==> src/rtl/trng_pkg.sv <==
// Shared constants and types for the TRNG word generator and its debiaser.
package trng_pkg;

    localparam int TRNG_NUM_RO      = 4;
    localparam int TRNG_WIDTH       = 8;
    localparam int TRNG_SYNC_STAGES = 2;
    localparam int TRNG_RCT_LIMIT   = 32;

    typedef enum logic {
        VN_PHASE_FIRST,
        VN_PHASE_SECOND
    } vn_phase_t;

endpackage

==> src/rtl/trng_vn_debias.sv <==
// Von Neumann debiaser: pairs raw samples, emits the first bit of each unequal pair.
module trng_vn_debias
    import trng_pkg::*;
(
    input  logic clk,
    input  logic rst,
    input  logic flush,
    input  logic sample_valid,
    input  logic sample_bit,
    input  logic bypass,
    output logic bit_valid,
    output logic bit_out
);

    vn_phase_t phase;
    logic      first_bit;

    // Emission is combinational so a completed pair reaches the packer on the same edge.
    always_comb begin
        bit_valid = 1'b0;
        bit_out   = first_bit;
        if (sample_valid) begin
            if (bypass) begin
                bit_valid = 1'b1;
                bit_out   = sample_bit;
            end else if (phase == VN_PHASE_SECOND && first_bit != sample_bit) begin
                bit_valid = 1'b1;
            end
        end
    end

    // Bypass pins the phase to FIRST, so toggling the mode always restarts pairing cleanly.
    always_ff @(posedge clk) begin
        if (rst) begin
            phase     <= VN_PHASE_FIRST;
            first_bit <= 1'b0;
        end else if (flush || bypass) begin
            phase <= VN_PHASE_FIRST;
        end else if (sample_valid) begin
            if (phase == VN_PHASE_FIRST) begin
                first_bit <= sample_bit;
                phase     <= VN_PHASE_SECOND;
            end else begin
                phase <= VN_PHASE_FIRST;
            end
        end
    end

endmodule

==> src/rtl/trng_word_gen.sv <==
// Ring-oscillator TRNG: synchronise and XOR RO inputs, debias, pack into words,
// and guard the raw stream with a sticky repetition-count health test.
module trng_word_gen
    import trng_pkg::*;
#(
    parameter int NUM_RO      = TRNG_NUM_RO,
    parameter int WIDTH       = TRNG_WIDTH,
    parameter int SYNC_STAGES = TRNG_SYNC_STAGES,
    parameter int RCT_LIMIT   = TRNG_RCT_LIMIT
) (
    input  logic              clk,
    input  logic              rstn,
    input  logic              en,
    input  logic [NUM_RO-1:0] ro_in,
    input  logic              vn_bypass,
    output logic [WIDTH-1:0]  rnd_data,
    output logic              rnd_valid,
    input  logic              rnd_ready,
    output logic              health_fail
);

    localparam int CNT_W = $clog2(WIDTH + 1);
    localparam int RCT_W = $clog2(RCT_LIMIT + 1);

    logic [NUM_RO-1:0] sync_q [SYNC_STAGES];
    logic              raw_bit;
    logic              sample_valid;
    logic              last_sample;
    logic [RCT_W-1:0]  rct_cnt;
    logic [RCT_W-1:0]  rct_next;
    logic [WIDTH-1:0]  acc;
    logic [CNT_W-1:0]  bit_cnt;
    logic              word_full;
    logic              slot_free;
    logic              take_bit;
    logic              bit_valid;
    logic              bit_out;

    assign raw_bit      = ^sync_q[SYNC_STAGES-1];
    assign sample_valid = en & ~health_fail;
    assign rct_next     = (rct_cnt != '0 && raw_bit == last_sample) ? rct_cnt + RCT_W'(1) : RCT_W'(1);
    assign word_full    = (bit_cnt == CNT_W'(WIDTH));
    assign slot_free    = ~rnd_valid | rnd_ready;
    // A bit arriving while the full word moves out starts the next word.
    assign take_bit     = bit_valid & (~word_full | slot_free);

    trng_vn_debias u_debias (
        .clk          (clk),
        .rst          (rstn),
        .flush        (~en),
        .sample_valid (sample_valid),
        .sample_bit   (raw_bit),
        .bypass       (vn_bypass),
        .bit_valid    (bit_valid),
        .bit_out      (bit_out)
    );

    always_ff @(posedge clk) begin
        if (rstn) begin
            for (int unsigned i = 0; i < SYNC_STAGES; i++) sync_q[i] <= '0;
            last_sample <= 1'b0;
            rct_cnt     <= '0;
            acc         <= '0;
            bit_cnt     <= '0;
            rnd_data    <= '0;
            rnd_valid   <= 1'b0;
            health_fail <= 1'b0;
        end else begin
            sync_q[0] <= ro_in;
            for (int unsigned i = 1; i < SYNC_STAGES; i++) sync_q[i] <= sync_q[i-1];

            if (sample_valid) begin
                last_sample <= raw_bit;
                rct_cnt     <= rct_next;
                if (rct_next == RCT_W'(RCT_LIMIT)) health_fail <= 1'b1;
            end

            if (health_fail) begin
                rnd_valid <= 1'b0;
                rnd_data  <= '0;
                acc       <= '0;
                bit_cnt   <= '0;
            end else begin
                if (word_full && slot_free) begin
                    rnd_data  <= acc;
                    rnd_valid <= 1'b1;
                end else if (rnd_valid && rnd_ready) begin
                    rnd_valid <= 1'b0;
                end

                if (take_bit) begin
                    acc     <= {acc[WIDTH-2:0], bit_out};
                    bit_cnt <= word_full ? CNT_W'(1) : bit_cnt + CNT_W'(1);
                end else if (word_full && slot_free) begin
                    bit_cnt <= '0;
                end
            end
        end
    end

endmodule

==> config.mk <==
export PLATFORM = sky130hd
export DESIGN_NAME = trng_word_gen
export DESIGN_NICKNAME = d
export VERILOG_FILES = /design/src/rtl/trng_pkg.sv /design/src/rtl/trng_vn_debias.sv /design/src/rtl/trng_word_gen.sv
export SDC_FILE = /design/constraint.sdc
export NUM_CORES = 1
export LEC_CHECK = 0
export BUFFER_PORTS_ARGS = -buffer_cell sky130_fd_sc_hd__buf_4
export CORE_AREA = 8 8 90 92
export DETAILED_ROUTE_END_ITERATION = 10
export DIE_AREA = 0 0 98 100
export GPL_ROUTABILITY_DRIVEN = 0
export MAX_ROUTING_LAYER = met4
export PLACE_DENSITY = 0.54
export SLEW_MARGIN = 20
export SYNTH_ARGS = -nofsm -noshare
export SYNTH_HDL_FRONTEND = slang
export SYNTH_SLANG_ARGS = --single-unit
==> constraint.sdc <==
create_clock -name clk -period 2.2 [get_ports clk]
set_input_delay 0.44 -clock clk [delete_from_list [all_inputs] [get_ports clk]]
set_output_delay 0.44 -clock clk [all_outputs]
set_load 0.01 [all_outputs]
# Word level (Yosys, flattened, before mapping)
# Memories as Yosys holds them, arrays and structs flattened.
# Index checks and enable logic that the tools add are counted.
# W data, S select, Z words.
# op_classes
n_eq_ne	4
muxes	17
bitwise	12
n_addsub	2
reduce_logical	13
# op_table
operator	count
$mux W4	5
$mux W1	11
$add A6 B1 Y6 const B	1
$eq A6 B6 Y1 const B	1
$mux W6	1
$not A1 Y1	6
$reduce_bool A6 Y1	1
$add A4 B1 Y4 const B	1
$eq A4 B4 Y1 const B	1
$logic_and A1 B1 Y1	4
$or A1 B1 Y1	4
$reduce_bool A2 Y1	2
$reduce_or A2 Y1	2
$reduce_xor A4 Y1	1
$reduce_and A3 Y1	1
$and A1 B1 Y1	2
$reduce_and A2 Y1	1
$eq A1 B1 Y1	1
$logic_or A1 B1 Y1	1
$ne A1 B1 Y1	1
# word_totals
mem_count	1
output_inout_bits	10
register_bits	31
ramBits	8
inputBits	9
wordCells	58
# memory_table
memory	words	word_bits	read_ports	rd_ports_with_merged_regs	write_ports	line	source
sync_q	2	4	2	0	2	trng_word_gen.sv:25	logic [NUM_RO-1:0] sync_q [SYNC_STAGES];

# Logic depth before layout (Yosys ltp)
# Gate-level depths: netlist of the first run.
# logic_depth
ltp_word	8
depth_mapped	8
mapped_depth_nobuf	7

# Modules after synthesis
# From an unflattened synthesis of the first run, not the netlist that was laid out.
# hier_totals
cells_unflattened	182
hier_area_um2	1682.9
# modules_own_cells
mod	seq_area_each_um2	instances	area_each_um2	cells_each
trng_word_gen	740.7	1	1536.5	169
trng_vn_debias	40.0	1	146.4	13

# Worst setup path after synthesis of the first run
# OpenSTA, ideal clock, no wires.
# synth_timing
kind	register to register
from	memory sync_q[0][7] in the netlist's numbering
to	register rct_cnt[4]
stages_incl_launch_ff	6
t_required_ns	2.112
setup_time_ns	0.088
n_path_buf	0
period_less_slack_ns	1.783
arrival_ns	1.695
setup_slack_ns	0.417
path_cell_list	dfxtp_1 -> xnor2_1 -> xor3_2 -> nor3_4 -> a41oi_2 -> a311oi_2
# synth_rtl
item	line	source
start: declaration	trng_word_gen.sv:25	
end signal: assignment	trng_word_gen.sv:74	rct_cnt <= rct_next;
end: declaration	trng_word_gen.sv:29	logic [RCT_W-1:0] rct_cnt;

==> impl_metrics.toml, run 1 <==
[run_status]
status = "finished, final reports clean"

[synth]
ys_seq_area_share_pct = 42.98
syn_area_per_cell_sq_um = 9.562
ys_dominant_reg_cell = "dfxtp_1"
yosysTopAreaCellShare_pct = 42.98
synth_area_leaders = "dfxtp_1, a21oi_1, mux2i_1"
synth-edff-count = 0
synthArstFlopShare_pct = 0
synth_warnings = 0
synthDistinctLibCells = 47
synth_area_sq_mm = 0.001817
synth_nets = 203
synth-seq-cells = 39
synth_top_cell_by_area = "dfxtp_1"
syn_inst = 190

[sta]
fin_setup_tns_ns = 0
finalHoldViolations = 0
setup_viol = 0
worst_slack_ns = 0.2222
drv_slew = 0
period_share_pct = 89.90
maxSlewHeadroom_pct = 71.62
skew_ns = 0.01082
rsz0062_at_grt = "no"
fmax_ghz = 0.5056
worst_pin_slew_ns = 0.4227
period_minus_slack_ns = 1.978

[critical_path]
ff2ff_path_depth = 6
worstSetupPathType = "register to register"
crit_required_ns = 2.39
r2r_setup_slack_ns = 0.22
r2r_start = "sync_q[0][7]"
r2r-end = "bit_cnt[3]"
crit_arrival_ns = 2.17
crit_path_end_kind = "register"
crit_fanout = 11
crit_path_start_kind = "register"

[cells_and_area]
area_growth_pct = 17.77
layout_common_cells = "dfxtp_1, buf_4, a21oi_1"
multi_input_area_sq_um = 934.6
postLayoutCellArea_sq_mm = 0.002140
antenna_cells = 0
final_common_cell = "dfxtp_1"
drive_above_1_share_pct = 19.05
fillCellCount = 701
fin_nets = 222
regArea_sq_um = 780.7

[place]
io_buffers = 18
detailedPlace.worstSlack_ns = 0.2551
dp_hpwl_mm = 2.469
dpl-instance-area_sq_mm = 0.002027

[route]
avgRoutedWirePerCell_um = 12.35
drc = 0
first_iter_violations = 39
viasPerCell = 4.907
drtAntennaViolNets = 0
drt_wl_total_mm = 3.581
num_vias = 1423
first_pass_iters = 4

[die]
die_h_um = 100
dieWidth_um = 98
core_sq_mm = 0.006644
initial_core_util_pct = 27.34
rows = 30
die_area_sq_mm = 0.009800
ios = 19

[cts]
cts-root-buf = "clkbuf_8"
clock_path_buffers = 2
post_cts_buffers = 0
h-tree-depth = 2
cts_hold_buf = 0
cts_resized = 0
cts-buffers-inserted = 5
clkSinkCount = 39
clk_latency_ns = 0.29
clk_pin_slew_ns = 0.08
cts_tree = "done"

[grt]
grt-ovfl-total = 0
first_global_vias = 1322
grt_usage_pct = 7.899
grt_max_degree = 25
grt_antenna_before_repair = 0
grt_pass1_wl_mm = 6.147

[worst_hold_path]
hp-class = "primary input to register"
hp-start = "vn_bypass"
hold_path_depth = 2
worstHoldEndpoint = "u_debias.phase"

[power]
irDropWorstVdd_uv = 422.2
power_density_mw_per_mm2 = 686.7
cellLeakagePower_uw = 0.0008308

[job]
cap_viol_max_count = 0
## worst max-delay path: stages, from the launching register on
cell and delay, ns:
dfxtp_1 0.31, xnor2_1 0.37, xor3_1 0.43, a21oi_1 0.26, buf_12 0.17, nor3_1 0.05
o41ai_1 0.31
## synthesized netlist by cell type (2+ instances only)
| library cell | n |
|---|---|
| o21ai_0 | 2 |
| ha_1 | 4 |
| inv_1 | 7 |
| nor3_1 | 5 |
| o211a_1 | 2 |
| clkbuf_1 | 6 |
| a21oi_1 | 18 |
| nand2_1 | 8 |
| buf_6 | 3 |
| mux2i_1 | 8 |
| xnor2_1 | 3 |
| xor2_1 | 3 |
| o31ai_1 | 9 |
| dfxtp_1 | 39 |
| nor2_1 | 17 |
| nand3_1 | 2 |
| nand4_1 | 12 |
| a211oi_1 | 2 |
| and3_1 | 2 |
| a31oi_1 | 2 |
| nor2b_1 | 10 |
## metal layers
layer  global-route usage (%)  share of wire, %  routed length [um]
met1                    8.838                47                1684
met2                    12.64                47                1695
met3                    2.768               4.1                 148
met4                    3.237               1.5                  52
met5                        -                 0                   0
## final cells by class
class	count	area share (%)
tap	80	4.678
sequential	39	36.49
clock inverter	3	2.047
multi-input combinational	133	43.68
timing repair buffer	23	8.655
inverter	7	1.228
clock buffer	5	3.216
## power breakdown
group	internal (uW)	switching [uW]
Sequential	721	11.1
Combinational	62.5	75.5
Clock	338	261
Total	1120	347
## worst max-delay path by stage
stage	startpoint	cells after the start	slack, ns	end
after global placement	sync_q[0][7]	6	0.30	bit_cnt[3]
after global routing	sync_q[0][7]	6	0.03	bit_cnt[3]
after floorplan	sync_q[0][7]	5	0.42	rct_cnt[4]
after CTS	sync_q[0][7]	6	0.21	bit_cnt[3]
after detailed placement	sync_q[0][7]	6	0.26	bit_cnt[3]
final	sync_q[0][7]	6	0.22	bit_cnt[3]
## stage by stage
stage               total power (uW)  std cells  utilization (%)  hold WS [ns]
CTS                             1495        290            32.20        0.3475
global placement               887.6        282            30.51        0.4168
detailed placement             887.4        282            30.51        0.4254
global route                    1533        290            32.20        0.3525
finish                          1469        290            32.20        0.3575
floorplan                      854.9        190                -        0.4138
## sequential cells by signal, summed over array words and instances (netlist names)
register / count
rct_cnt: 6
rnd_valid: 1
u_debias.first_bit: 1
acc: 8
sync_q: 8
health_fail: 1
rnd_data: 8
u_debias.phase: 1
last_sample: 1
bit_cnt: 4
## cells by family after synthesis
kind of cell	after synthesis	synth area share, %
AOI/OAI and AO/OA	47	18.46
xor gates and xnor gates	8	5.579
adders and majority gates	4	2.755
buffers and inverters	18	5.578
DFF	39	42.98
muxes	8	4.408
and+or+nand+nor	66	20.25
No activity file was read; power rests on OpenSTA's default activity.
==> run 2: changes to the inputs <==
CORE_AREA = 8 8 66 68   (was 8 8 90 92)
DIE_AREA = 0 0 74 76   (was 0 0 98 100)
PLACE_DENSITY = 0.86   (was 0.54)
==> impl_metrics.toml, run 2 (synthesized netlist as in run 1, its figures left out) <==
[die]
ios = 19
die_h_um = 76
dieWidth_um = 74
rows = 22
die_area_sq_mm = 0.005624
initial_core_util_pct = 52.80
core_sq_mm = 0.003441

[worst_hold_path]
worstHoldEndpoint = "u_debias.phase"
hold_path_depth = 2
hp-class = "primary input to register"
hp-start = "vn_bypass"

[cells_and_area]
drive_above_1_share_pct = 19.43
layout_common_cells = "dfxtp_1, buf_4, a21oi_1"
final_common_cell = "dfxtp_1"
reg_top3 = "acc x8, rnd_data x8, sync_q x8"
area_growth_pct = 13.84
fin_nets = 223
fillCellCount = 310
antenna_cells = 0

[sta]
setup_viol = 0
skew_ns = 0.007883
period_share_pct = 89.16
rsz0062_at_grt = "no"
drv_slew = 0
worst_slack_ns = 0.2386
worst_pin_slew_ns = 0.7090
maxSlewHeadroom_pct = 52.73
finalHoldViolations = 0
period_minus_slack_ns = 1.961
fmax_ghz = 0.5098
fin_setup_tns_ns = 0

[grt]
grt_usage_pct = 13.66
first_global_vias = 1397
grt-ovfl-total = 0
grt_antenna_before_repair = 0
grt_pass1_wl_mm = 6.044
grt_max_degree = 25

[cts]
post_cts_buffers = 0
cts_tree = "done"
clock_path_buffers = 2
clk_latency_ns = 0.35
cts-root-buf = "clkbuf_4"
cts_resized = 0
clk_pin_slew_ns = 0.11
cts_hold_buf = 0
cts-buffers-inserted = 5
clkSinkCount = 39
h-tree-depth = 2

[route]
first_pass_iters = 4
num_vias = 1465
drt_wl_total_mm = 3.462
drc = 0
first_iter_violations = 113
viasPerCell = 5.656
avgRoutedWirePerCell_um = 13.37
drtAntennaViolNets = 0

[power]
cellLeakagePower_uw = 0.0008212
irDropWorstVdd_uv = 519.0
power_density_mw_per_mm2 = 665.0

[job]
cap_viol_max_count = 0

[critical_path]
r2r-end = "rct_cnt[4]"
crit_chain = "xnor2_1 > xor3_2 > nor3_4 > a41oi_2 > a311oi_2"
slowest_stage = "xor3_2"
crit_required_ns = 2.47
crit_arrival_ns = 2.23
crit_fanout = 8
crit_path_start_kind = "register"
r2r_setup_slack_ns = 0.24
cpPeakStageDelay_ns = 0.47
worstSetupPathType = "register to register"
ff2ff_path_depth = 5
crit_path_end_kind = "register"
r2r_start = "sync_q[0][7]"

[place]
dp_hpwl_mm = 2.341
detailedPlace.worstSlack_ns = 0.2620
io_buffers = 18

[run_status]
status = "finished, final reports clean"
-- run 2: changes by cell type in the layout (fill, tap and decap cells not counted), sizes merged --
cell and change:
buf +1, clkbuf +1, clkinv -1
-- run 2: worst max-delay path by stage --
stage | endpoint | start | cells past startpoint | slack [ns]
global route | bit_cnt[3] | sync_q[0][7] | 5 | 0.11
floorplan | rct_cnt[4] | sync_q[0][7] | 5 | 0.42
finish | rct_cnt[4] | sync_q[0][7] | 5 | 0.24
CTS | bit_cnt[3] | sync_q[0][7] | 5 | 0.23
global placement | rct_cnt[4] | sync_q[0][7] | 5 | 0.29
detailed placement | rct_cnt[4] | sync_q[0][7] | 5 | 0.26
-- run 2: cell type report --
class                   instances  area, sq um  area share [%]
inverters                       7        26.28           1.270
clock inverters                 2        35.03           1.694
flip-flops and latches         39        780.7           37.75
well taps                      48        60.06           2.904
multi-input cells             133        934.6           45.19
repair buffers                 24        180.2           8.711
clock buffers                   6        51.30           2.480
-- run 2: where the power goes --
group / total (uW) / internal [uW] / switching (uW)
Combinational: 135 / 60.9 / 73.8
Clock: 507 / 268 / 238
Sequential: 734 / 722 / 11.9
-- run 2: metal layers --
| layer | up-vias | part of all wire, % | global-route usage [%] |
|---|---|---|---|
| met2 | 39 | 48 | 21.39 |
| li1 | 732 | - | - |
| met5 | - | 0 | - |
| met1 | 683 | 45 | 14.68 |
| met4 | 0 | 2.4 | 7.800 |
| met3 | 11 | 5.0 | 4.211 |
-- run 2: stage by stage --
stage	util, %	cell area, sq um	power (uW)	std cells	hold slack (ns)
final	60.11	2068	1375	259	0.2876
after global routing	60.11	2068	1433	259	0.2698
after CTS	60.11	2068	1389	259	0.2657
after detailed placement	57.60	1982	883.4	251	0.4212
after global placement	57.60	1982	882.1	251	0.4161
after floorplan	-	1817	854.9	190	0.4138
-- run 2: worst max-delay path, delay by kind of cell (launching register included) --
kind	cells	cell delay, ns
XOR/XNOR	2	0.83
AO/OA/AOI/OAI	2	0.41
flip-flops	1	0.33
AND/OR/NAND/NOR	1	0.32
